[config.mk]
export PLATFORM = sky130hd
export DESIGN_NAME = erasure_capture_ctrl_flat
export DESIGN_NICKNAME = d
export VERILOG_FILES = /design/src/rtl/erasure_capture_ctrl_if.sv /design/src/rtl/erasure_capture_ctrl.sv /design/src/flat_wrapper.sv
export SDC_FILE = /design/constraint.sdc
export NUM_CORES = 1
export LEC_CHECK = 0
export ABC_AREA = 1
export CAP_MARGIN = 10
export CORE_ASPECT_RATIO = 1.75
export CORE_MARGIN = 5
export CORE_UTILIZATION = 46
export CTS_CLUSTER_DIAMETER = 30
export CTS_CLUSTER_SIZE = 16
export DETAILED_ROUTE_END_ITERATION = 6
export HOLD_SLACK_MARGIN = 0.02
export PLACE_DENSITY = 0.69
export SLEW_MARGIN = 40
export SYNTH_ARGS = -nofsm -noshare
export SYNTH_HDL_FRONTEND = slang
export SYNTH_SLANG_ARGS = --single-unit
[constraint.sdc]
create_clock -name clock -period 2.28 [get_ports clock]
set_input_delay 0.684 -clock clock [delete_from_list [all_inputs] [get_ports clock]]
set_output_delay 0.684 -clock clock [all_outputs]
set_load 0.05 [all_outputs]
[src/rtl/erasure_capture_ctrl_if.sv]
// Handshake bundle between the erasure-capture sequencer (master) and the
// erasure-position datapath (slave).
interface erasure_capture_ctrl_if #(
    parameter int AW = 5
);
    logic          init_erase_reg;
    logic          new_data;
    logic          erase_flag;
    logic          send_erasure_positions;
    logic [AW-1:0] erasure_addr;
    logic          erasure_ready;

    modport master (
        output init_erase_reg,
        output new_data,
        output erase_flag,
        output send_erasure_positions,
        output erasure_addr,
        input  erasure_ready
    );

    modport slave (
        input  init_erase_reg,
        input  new_data,
        input  erase_flag,
        input  send_erasure_positions,
        input  erasure_addr,
        output erasure_ready
    );
endinterface

[src/rtl/erasure_capture_ctrl.sv]
// Per-codeword sequencer for the RS decoder erasure-capture datapath: seeds the
// store, streams symbols, counts erasures and reads captured positions back.
//
//  state     | meaning
//  ----------+------------------------------------------------------
//  IDLE      | waiting for start
//  INIT      | init_erase_reg pulse; symbol/erasure bookkeeping cleared
//  COLLECT   | forwarding symbols as new_data, counting erasures
//  READ_REQ  | send_erasure_positions pulse for erasure_addr
//  READ_WAIT | waiting for erasure_ready on the current address
//  DONE      | done pulse, back to IDLE
module erasure_capture_ctrl #(
    parameter int N_SYM     = 255,
    parameter int MAX_ERASE = 32,
    parameter int AW        = 5
) (
    input  logic                   clock,
    input  logic                   reset,
    input  logic                   start,
    input  logic                   abort,
    input  logic                   sym_valid,
    input  logic                   erase_in,
    erasure_capture_ctrl_if.master dp,
    output logic [5:0]             erase_count,
    output logic                   overflow,
    output logic                   busy,
    output logic                   done
);
    localparam int          SW      = $clog2(N_SYM);
    localparam logic [5:0]  MAX_CNT = 6'(MAX_ERASE);
    localparam logic [SW-1:0] SYM_TC = SW'(N_SYM - 1);

    typedef enum logic [2:0] {
        IDLE,
        INIT,
        COLLECT,
        READ_REQ,
        READ_WAIT,
        DONE
    } state_t;

    state_t        state, state_nx;
    logic [SW-1:0] sym_left;
    logic [5:0]    cnt_upd;
    logic          last_sym;
    logic          last_read;

    // symbols remaining is a down-counter; terminal count marks the last symbol
    assign last_sym  = (sym_left == '0);
    assign last_read = (6'(dp.erasure_addr) == (erase_count - 6'd1));

    always_comb begin
        cnt_upd = erase_count;
        if (state == COLLECT && sym_valid && erase_in && erase_count < MAX_CNT)
            cnt_upd = erase_count + 6'd1;
    end

    always_comb begin
        state_nx = state;
        case (state)
            IDLE:      if (start) state_nx = INIT;
            INIT:      state_nx = COLLECT;
            COLLECT:   if (sym_valid && last_sym)
                           state_nx = (cnt_upd != 6'd0) ? READ_REQ : DONE;
            READ_REQ:  state_nx = READ_WAIT;
            READ_WAIT: if (dp.erasure_ready)
                           state_nx = last_read ? DONE : READ_REQ;
            DONE:      state_nx = IDLE;
            default:   state_nx = IDLE;
        endcase
        if (abort) state_nx = IDLE;
    end

    // state register; Moore strobes are registered from the next state
    always_ff @(posedge clock) begin
        if (reset) begin
            state                     <= IDLE;
            busy                      <= 1'b0;
            done                      <= 1'b0;
            dp.init_erase_reg         <= 1'b0;
            dp.send_erasure_positions <= 1'b0;
        end else begin
            state                     <= state_nx;
            busy                      <= (state_nx != IDLE);
            done                      <= (state_nx == DONE);
            dp.init_erase_reg         <= (state_nx == INIT);
            dp.send_erasure_positions <= (state_nx == READ_REQ);
        end
    end

    always_ff @(posedge clock) begin
        if (reset) begin
            sym_left        <= '0;
            erase_count     <= '0;
            overflow        <= 1'b0;
            dp.new_data     <= 1'b0;
            dp.erase_flag   <= 1'b0;
            dp.erasure_addr <= '0;
        end else begin
            dp.new_data   <= 1'b0;
            dp.erase_flag <= 1'b0;
            if (abort) begin
                dp.erasure_addr <= '0;
            end else begin
                case (state)
                    INIT: begin
                        sym_left        <= SYM_TC;
                        erase_count     <= '0;
                        overflow        <= 1'b0;
                        dp.erasure_addr <= '0;
                    end
                    COLLECT: if (sym_valid) begin
                        dp.new_data   <= 1'b1;
                        dp.erase_flag <= erase_in;
                        erase_count   <= cnt_upd;
                        if (!last_sym) sym_left <= sym_left - 1'b1;
                        if (erase_in && erase_count >= MAX_CNT) overflow <= 1'b1;
                    end
                    READ_WAIT: if (dp.erasure_ready && !last_read)
                        dp.erasure_addr <= dp.erasure_addr + 1'b1;
                    DONE: dp.erasure_addr <= '0;
                    default: ;
                endcase
            end
        end
    end
endmodule

[src/flat_wrapper.sv]
// flat-port wrapper written by rule: the top's interface ports become plain ports
module erasure_capture_ctrl_flat 
#(
    parameter int N_SYM     = 255,
    parameter int MAX_ERASE = 32,
    parameter int AW        = 5
)
  (clock, reset, start, abort, sym_valid, erase_in, erase_count, overflow, busy, done, dp_init_erase_reg, dp_new_data, dp_erase_flag, dp_send_erasure_positions, dp_erasure_addr, dp_erasure_ready);
  erasure_capture_ctrl_if #(.AW(AW)) dp_i ();
  input  logic clock;
  input  logic reset;
  input  logic start;
  input  logic abort;
  input  logic sym_valid;
  input  logic erase_in;
  output logic [5:0] erase_count;
  output logic overflow;
  output logic busy;
  output logic done;
  output wire logic [$bits(dp_i.init_erase_reg)-1:0] dp_init_erase_reg;
  output wire logic [$bits(dp_i.new_data)-1:0] dp_new_data;
  output wire logic [$bits(dp_i.erase_flag)-1:0] dp_erase_flag;
  output wire logic [$bits(dp_i.send_erasure_positions)-1:0] dp_send_erasure_positions;
  output wire logic [$bits(dp_i.erasure_addr)-1:0] dp_erasure_addr;
  input wire logic [$bits(dp_i.erasure_ready)-1:0] dp_erasure_ready;
  assign dp_init_erase_reg = dp_i.init_erase_reg;
  assign dp_new_data = dp_i.new_data;
  assign dp_erase_flag = dp_i.erase_flag;
  assign dp_send_erasure_positions = dp_i.send_erasure_positions;
  assign dp_erasure_addr = dp_i.erasure_addr;
  assign dp_i.erasure_ready = dp_erasure_ready;
  erasure_capture_ctrl #(.N_SYM(N_SYM), .MAX_ERASE(MAX_ERASE), .AW(AW)) u_core (.clock(clock), .reset(reset), .start(start), .abort(abort), .sym_valid(sym_valid), .erase_in(erase_in), .dp(dp_i), .erase_count(erase_count), .overflow(overflow), .busy(busy), .done(done));
endmodule
# Word level (Yosys, flattened, before mapping)
# Index checks and enable logic that the tools add are counted.
dict set report word_totals {
  ff_bits 29
  input_bits 7
  out_inout_bits 18
}
dict set report op_classes {
  addsub 4
  magnitude_cmp 2
  eq_ne 13
  n_mux 19
  n_bitwise 3
  reduce_logical 21
}
# operator count
set ops {}
lappend ops {{3-bit 2-to-1 mux} 6}
lappend ops {{8-bit 2-to-1 mux} 2}
lappend ops {{8-bit case mux with 2 select lines} 1}
lappend ops {{3-bit case mux with 5 select lines} 1}
lappend ops {{6-bit 2-to-1 mux} 2}
lappend ops {{6-bit case mux with 2 select lines} 1}
lappend ops {{5-bit case mux with 2 select lines} 1}
lappend ops {{3-bit by 2-bit == test with 1-bit output, second input constant} 3}
lappend ops {{3-bit == test, second input constant} 3}
lappend ops {{8-bit logical NOT} 1}
lappend ops {{4-bit AND reduction} 2}
lappend ops {{8-bit by 1-bit subtractor with 8-bit output, second input constant} 1}
lappend ops {{6-bit by 1-bit adder with 6-bit output, second input constant} 1}
lappend ops {{3-bit by 1-bit == test with 1-bit output, second input constant} 2}
lappend ops {{5-bit by 6-bit == test with 1-bit output} 1}
lappend ops {{6-bit >= comparator, second input constant} 1}
lappend ops {{1-bit logical AND} 6}
lappend ops {{6-bit less-than comparator, second input constant} 1}
lappend ops {{2-bit inequality test, second input constant} 3}
lappend ops {{6-bit nonzero test} 1}
lappend ops {{6-bit by 1-bit subtractor with 6-bit output, second input constant} 1}
lappend ops {{5-bit by 1-bit adder with 5-bit output, second input constant} 1}
lappend ops {{5-bit 2-to-1 mux} 1}
lappend ops {{2-bit nonzero test} 2}
lappend ops {{other kinds (12)} 17}

# Depth between registers and ports, before layout
dict set report logic_depth {
  word_depth 11
  depth_mapped 15
  depth_no_buf 15
}

# Least setup slack after synthesis
# No wires, ideal clock.
dict set report synth_timing {
  kind {register to register}
  start {register u_core.erase_count[0]}
  end {register u_core.busy}
  setup_time_ns 0.121
  t_arrival_ns 2.014
  slack_ns 0.145
  path_stages_with_launch 16
  n_path_buf 0
  synth_period_minus_slack_ns 2.135
  path_cell_list {dfxtp_1 -> inv_2 -> ha_1 -> inv_1 -> nand2_1 -> nand2_1 -> nor2_1 -> nand2_1 -> nor2_1 -> nand3_1 -> nand3_2 -> nand2_1 -> inv_1 -> nand2_1 -> nand2_1 -> nand3_1}
}
dict set report synth_between {
  elab_chain_cells 9
}
# element line
set synth_lines {}
lappend synth_lines {{from (decl)} erasure_capture_ctrl.sv:24} ;# output logic [5:0] erase_count,
lappend synth_lines {{from (signal assigned)} erasure_capture_ctrl.sv:115} ;# erase_count <= cnt_upd;
lappend synth_lines {{6-bit less-than comparator} erasure_capture_ctrl.sv:54} ;# if (state == COLLECT && sym_valid && erase_in && erase_count < MAX_CNT)
lappend synth_lines {{1-bit logical AND} erasure_capture_ctrl.sv:54}
lappend synth_lines {{6-bit 2-to-1 mux} erasure_capture_ctrl.sv:54}
lappend synth_lines {{6-bit nonzero test} erasure_capture_ctrl.sv:64} ;# state_nx = (cnt_upd != 6'd0) ? READ_REQ : DONE;
lappend synth_lines {{3-bit 2-to-1 mux} erasure_capture_ctrl.sv:64}
lappend synth_lines {{3-bit 2-to-1 mux} erasure_capture_ctrl.sv:63} ;# COLLECT: if (sym_valid && last_sym)
lappend synth_lines {{3-bit case mux with 5 select lines *} erasure_capture_ctrl.sv:60} ;# case (state)
lappend synth_lines {{3-bit 2-to-1 mux *} erasure_capture_ctrl.sv:71} ;# if (abort) state_nx = IDLE;
lappend synth_lines {{3-bit nonzero test *} erasure_capture_ctrl.sv:84} ;# busy <= (state_nx != IDLE);
lappend synth_lines {{to (signal assigned)} erasure_capture_ctrl.sv:84}
lappend synth_lines {{to (decl)} erasure_capture_ctrl.sv:26} ;# output logic busy,
# Mark *: on every way between the ends. The rest lies on a longest branch, timed or not.
# A chain may end at the register's enable or synchronous reset.

# Worst setup path in the final report
dict set report layout_timing {
  start {register u_core.dp.erasure_addr[0]}
  end {output dp_erasure_addr[0]}
}
# element line
set layout_rtl {}
lappend layout_rtl {{from (decl)} erasure_capture_ctrl_if.sv:18} ;# output erasure_addr,
lappend layout_rtl {{from (signal assigned)} erasure_capture_ctrl.sv:120} ;# dp.erasure_addr <= dp.erasure_addr + 1'b1;
lappend layout_rtl {{to (decl)} flat_wrapper.sv:24} ;# output wire logic [$bits(dp_i.erasure_addr)-1:0] dp_erasure_addr;
# No word-level cell between the ends.

==> flow_metrics.py <==
metrics = {
    "synth": {
        "yosys.area.top_type": "dfxtp_1",
        "synth_common_cells": "74 x nand2_1, 40 x inv_1, 32 x nor2_1, 29 x dfxtp_1, 23 x nand3_1",
        "ys_seq_area_frac": 0.336,
        "syn_area_um2": 1730,
        "synthFlopType": "dfxtp_1",
        "postSynthCellCount": 269,
        "post-synth-top-area-fraction": 0.336,
        "yosysWarnings": 0,
        "async_reset_ff_frac": 0,
        "synth.area.top_cells": "dfxtp_1 34%, nand2_1 16%, inv_1 8.7%",
        "synth.most_common_cell": "nand2_1",
        "synth_edf_count": 0,
        "synth_cell_types": 25,
        "ys_ff_latch": 29,
        "avgSynthCellArea_um2": 6.42,
        "syn_nets": 280,
    },
    "pwr": {
        "p_total_w": 0.00123,
        "leakage_nw": 1.02,
        "p_per_area_nw_per_um2": 550,
        "ir_drop_uv": 484,
    },
    "finish": {
        "drive_gt1_frac": 0.155,
        "insertedDiodeCount": 0,
        "fillers": 379,
        "seqCellArea_um2": 581,
        "multi_input_area_um2": 963,
        "regMostFlops": "u_core.sym_left",
        "area_growth_pct": 30.1,
        "largest_reg_flops": 8,
        "reg.largest.list": "u_core.sym_left x8, u_core.erase_count x6, u_core.dp.erasure_addr x5",
        "final_nets": 326,
    },
    "cts": {
        "cts_resized": 0,
        "cts_max_level": 2,
        "cts_root_buf": "clkbuf_8",
        "cts_tree": "built",
        "cts_setup_buffers": 0,
        "clock-sinks": 29,
        "clk_latency_ps": 280,
        "path_clk_slew_ps": 70,
        "cts_buffers": 5,
        "postCtsHoldBufs": 0,
        "clockBufferDepth": 2,
    },
    "die": {
        "rows": 29,
        "die_width_um": 56.3,
        "io_pins": 25,
        "die_area_um2": 5130,
        "core_area_um2": 3630,
        "die_h_um": 91.1,
        "start_util": 0.476,
    },
    "setup_path": {
        "cp_data_arrival_time_ps": 1530,
        "reg2reg_slack_ps": 390,
        "required_ps": 1600,
        "worst-path-max-fanout": 5,
        "path_cells": "clkdlybuf4s50_1",
        "cp_num_buf_inv": 1,
        "rr_endpoint": "u_core.busy$_SDFF_PP0_",
        "r2r-start": "u_core.erase_count[0]$_SDFFE_PP0P_",
        "path_delay_family": "buffers and inverters",
        "worst_setup_path_start_kind": "register",
        "ff2ff_path_depth": 15,
        "cp_slowest_cell": "clkdlybuf4s50_1",
        "critPathKind": "reg2out",
        "cpPeakStageDelay_ps": 840,
        "critPathCaptureType": "output port",
    },
    "grt": {
        "grt_max_degree": 14,
        "antenna_found_initial": 0,
        "grtUsageTotal": 0.192,
        "grt_pass1_vias": 1814,
        "gr-total-overflow": 0,
        "grt_pass1_wl_um": 7780,
    },
    "timing": {
        "period_share": 0.971,
        "maxSlewHeadroom": 0.660,
        "clock_skew_ps": 4.69,
        "fin_crit_ps": 2210,
        "worst_slew_pin_slew_ps": 509,
        "holdWs_ps": 450,
        "max_freq_mhz": 452,
        "drv_slew": 0,
        "rsz0062_at_grt": "false",
        "worst_slack_ps": 66.8,
        "setup_viol": 0,
        "hold_violations": 0,
    },
    "run": {
        "cap_viol_max_count": 0,
    },
    "drt": {
        "vias_per_cell": 5.02,
        "drt_iter0_markers": 44,
        "drc": 0,
        "finalWirelength_um": 4660,
        "dr.pass1.iters": 4,
        "drt-wirelength-per-cell_um": 12.9,
        "vias": 1817,
        "antenna_left": 0,
    },
    "outcome": {
        "outcome": "completed",
    },
    "place": {
        "dp_slack_ps": -140,
        "dpl.hpwl_um": 3600,
        "port_buffers": 24,
        "routabilityCongestion": 0.971,
    },
    "hold_path": {
        "hold_class": "reg2reg",
        "hold_depth": 2,
        "min_to": "u_core.overflow$_SDFFE_PP0P_",
        "hp-start": "u_core.overflow$_SDFFE_PP0P_",
    },
}
## cells by family after synthesis
group / count (synthesis) / share of synthesized area
flip-flops: 29 / 0.336
buffers and inverters: 48 / 0.106
adder cells (fa/ha/maj): 4 / 0.0290
AO/OA/AOI/OAI: 36 / 0.125
AND/OR/NAND/NOR: 146 / 0.373
XOR/XNOR: 6 / 0.0304
## how the worst max path moves through the flow
stage	startpoint	to	slack, ps	cells after the start
floorplan	u_core.erase_count[0]$_SDFFE_PP0P_	u_core.busy$_SDFF_PP0_	140	15
global placement	sym_valid	u_core.busy$_SDFF_PP0_	-130	12
detailed placement	sym_valid	u_core.busy$_SDFF_PP0_	-140	12
CTS	u_core.dp.erasure_addr[0]$_SDFFE_PP0P_	dp_erasure_addr[0]	50	1
global route	u_core.dp.erasure_addr[0]$_SDFFE_PP0P_	dp_erasure_addr[0]	4	1
finish	u_core.dp.erasure_addr[0]$_SDFFE_PP0P_	dp_erasure_addr[0]	70	1
## power breakdown
group / switching [W] / internal [W]
logic: 0.0000870 / 0.0000534
clock network: 0.000212 / 0.000355
registers: 0.00000881 / 0.000518
total: 0.000308 / 0.000927
## routing by layer
layer,vias to the layer above,GRT usage,routed length (um)
li1,947,-,-
met1,814,0.182,1700
met2,40,0.366,2600
met3,16,0.0411,198
met4,0,0.109,159
met5,-,0,0
## layout make-up
cell class              instances  share of cell area
well taps                      46              0.0256
repair buffers                 42               0.158
clock inverters                 2              0.0167
multi-input cells             192               0.429
inverters                      45              0.0752
clock buffers                   6              0.0368
flip-flops and latches         29               0.258
## cell usage in the layout, fill, tap and decap left out, types with 3 or more instances in the layout
cell type        Yosys  routed
a21oi_1             18      18
a31oi_1              4       4
buf_4                0      26
clkbuf_8             0       6
clkdlybuf4s50_1      0      16
dfxtp_1             29      29
ha_1                 4       4
inv_1               40      40
inv_2                5       5
nand2_1             74      74
nand3_1             23      23
nand4_1              8       8
nor2_1              32      32
nor2_2               3       3
o21ai_0              8       8
xor2_1               6       6
## through the flow
stage          utilization  instances  area (um^2)  TNS [ps]
2_1_floorplan            -        269         1730         0
3_3_place_gp         0.586        354         2130      -543
3_5_place_dp         0.586        354         2130      -777
4_1_cts              0.619        362         2250         0
5_1_grt              0.619        362         2250         0
6_report             0.619        362         2250         0
(Power assumes the default switching activity.)
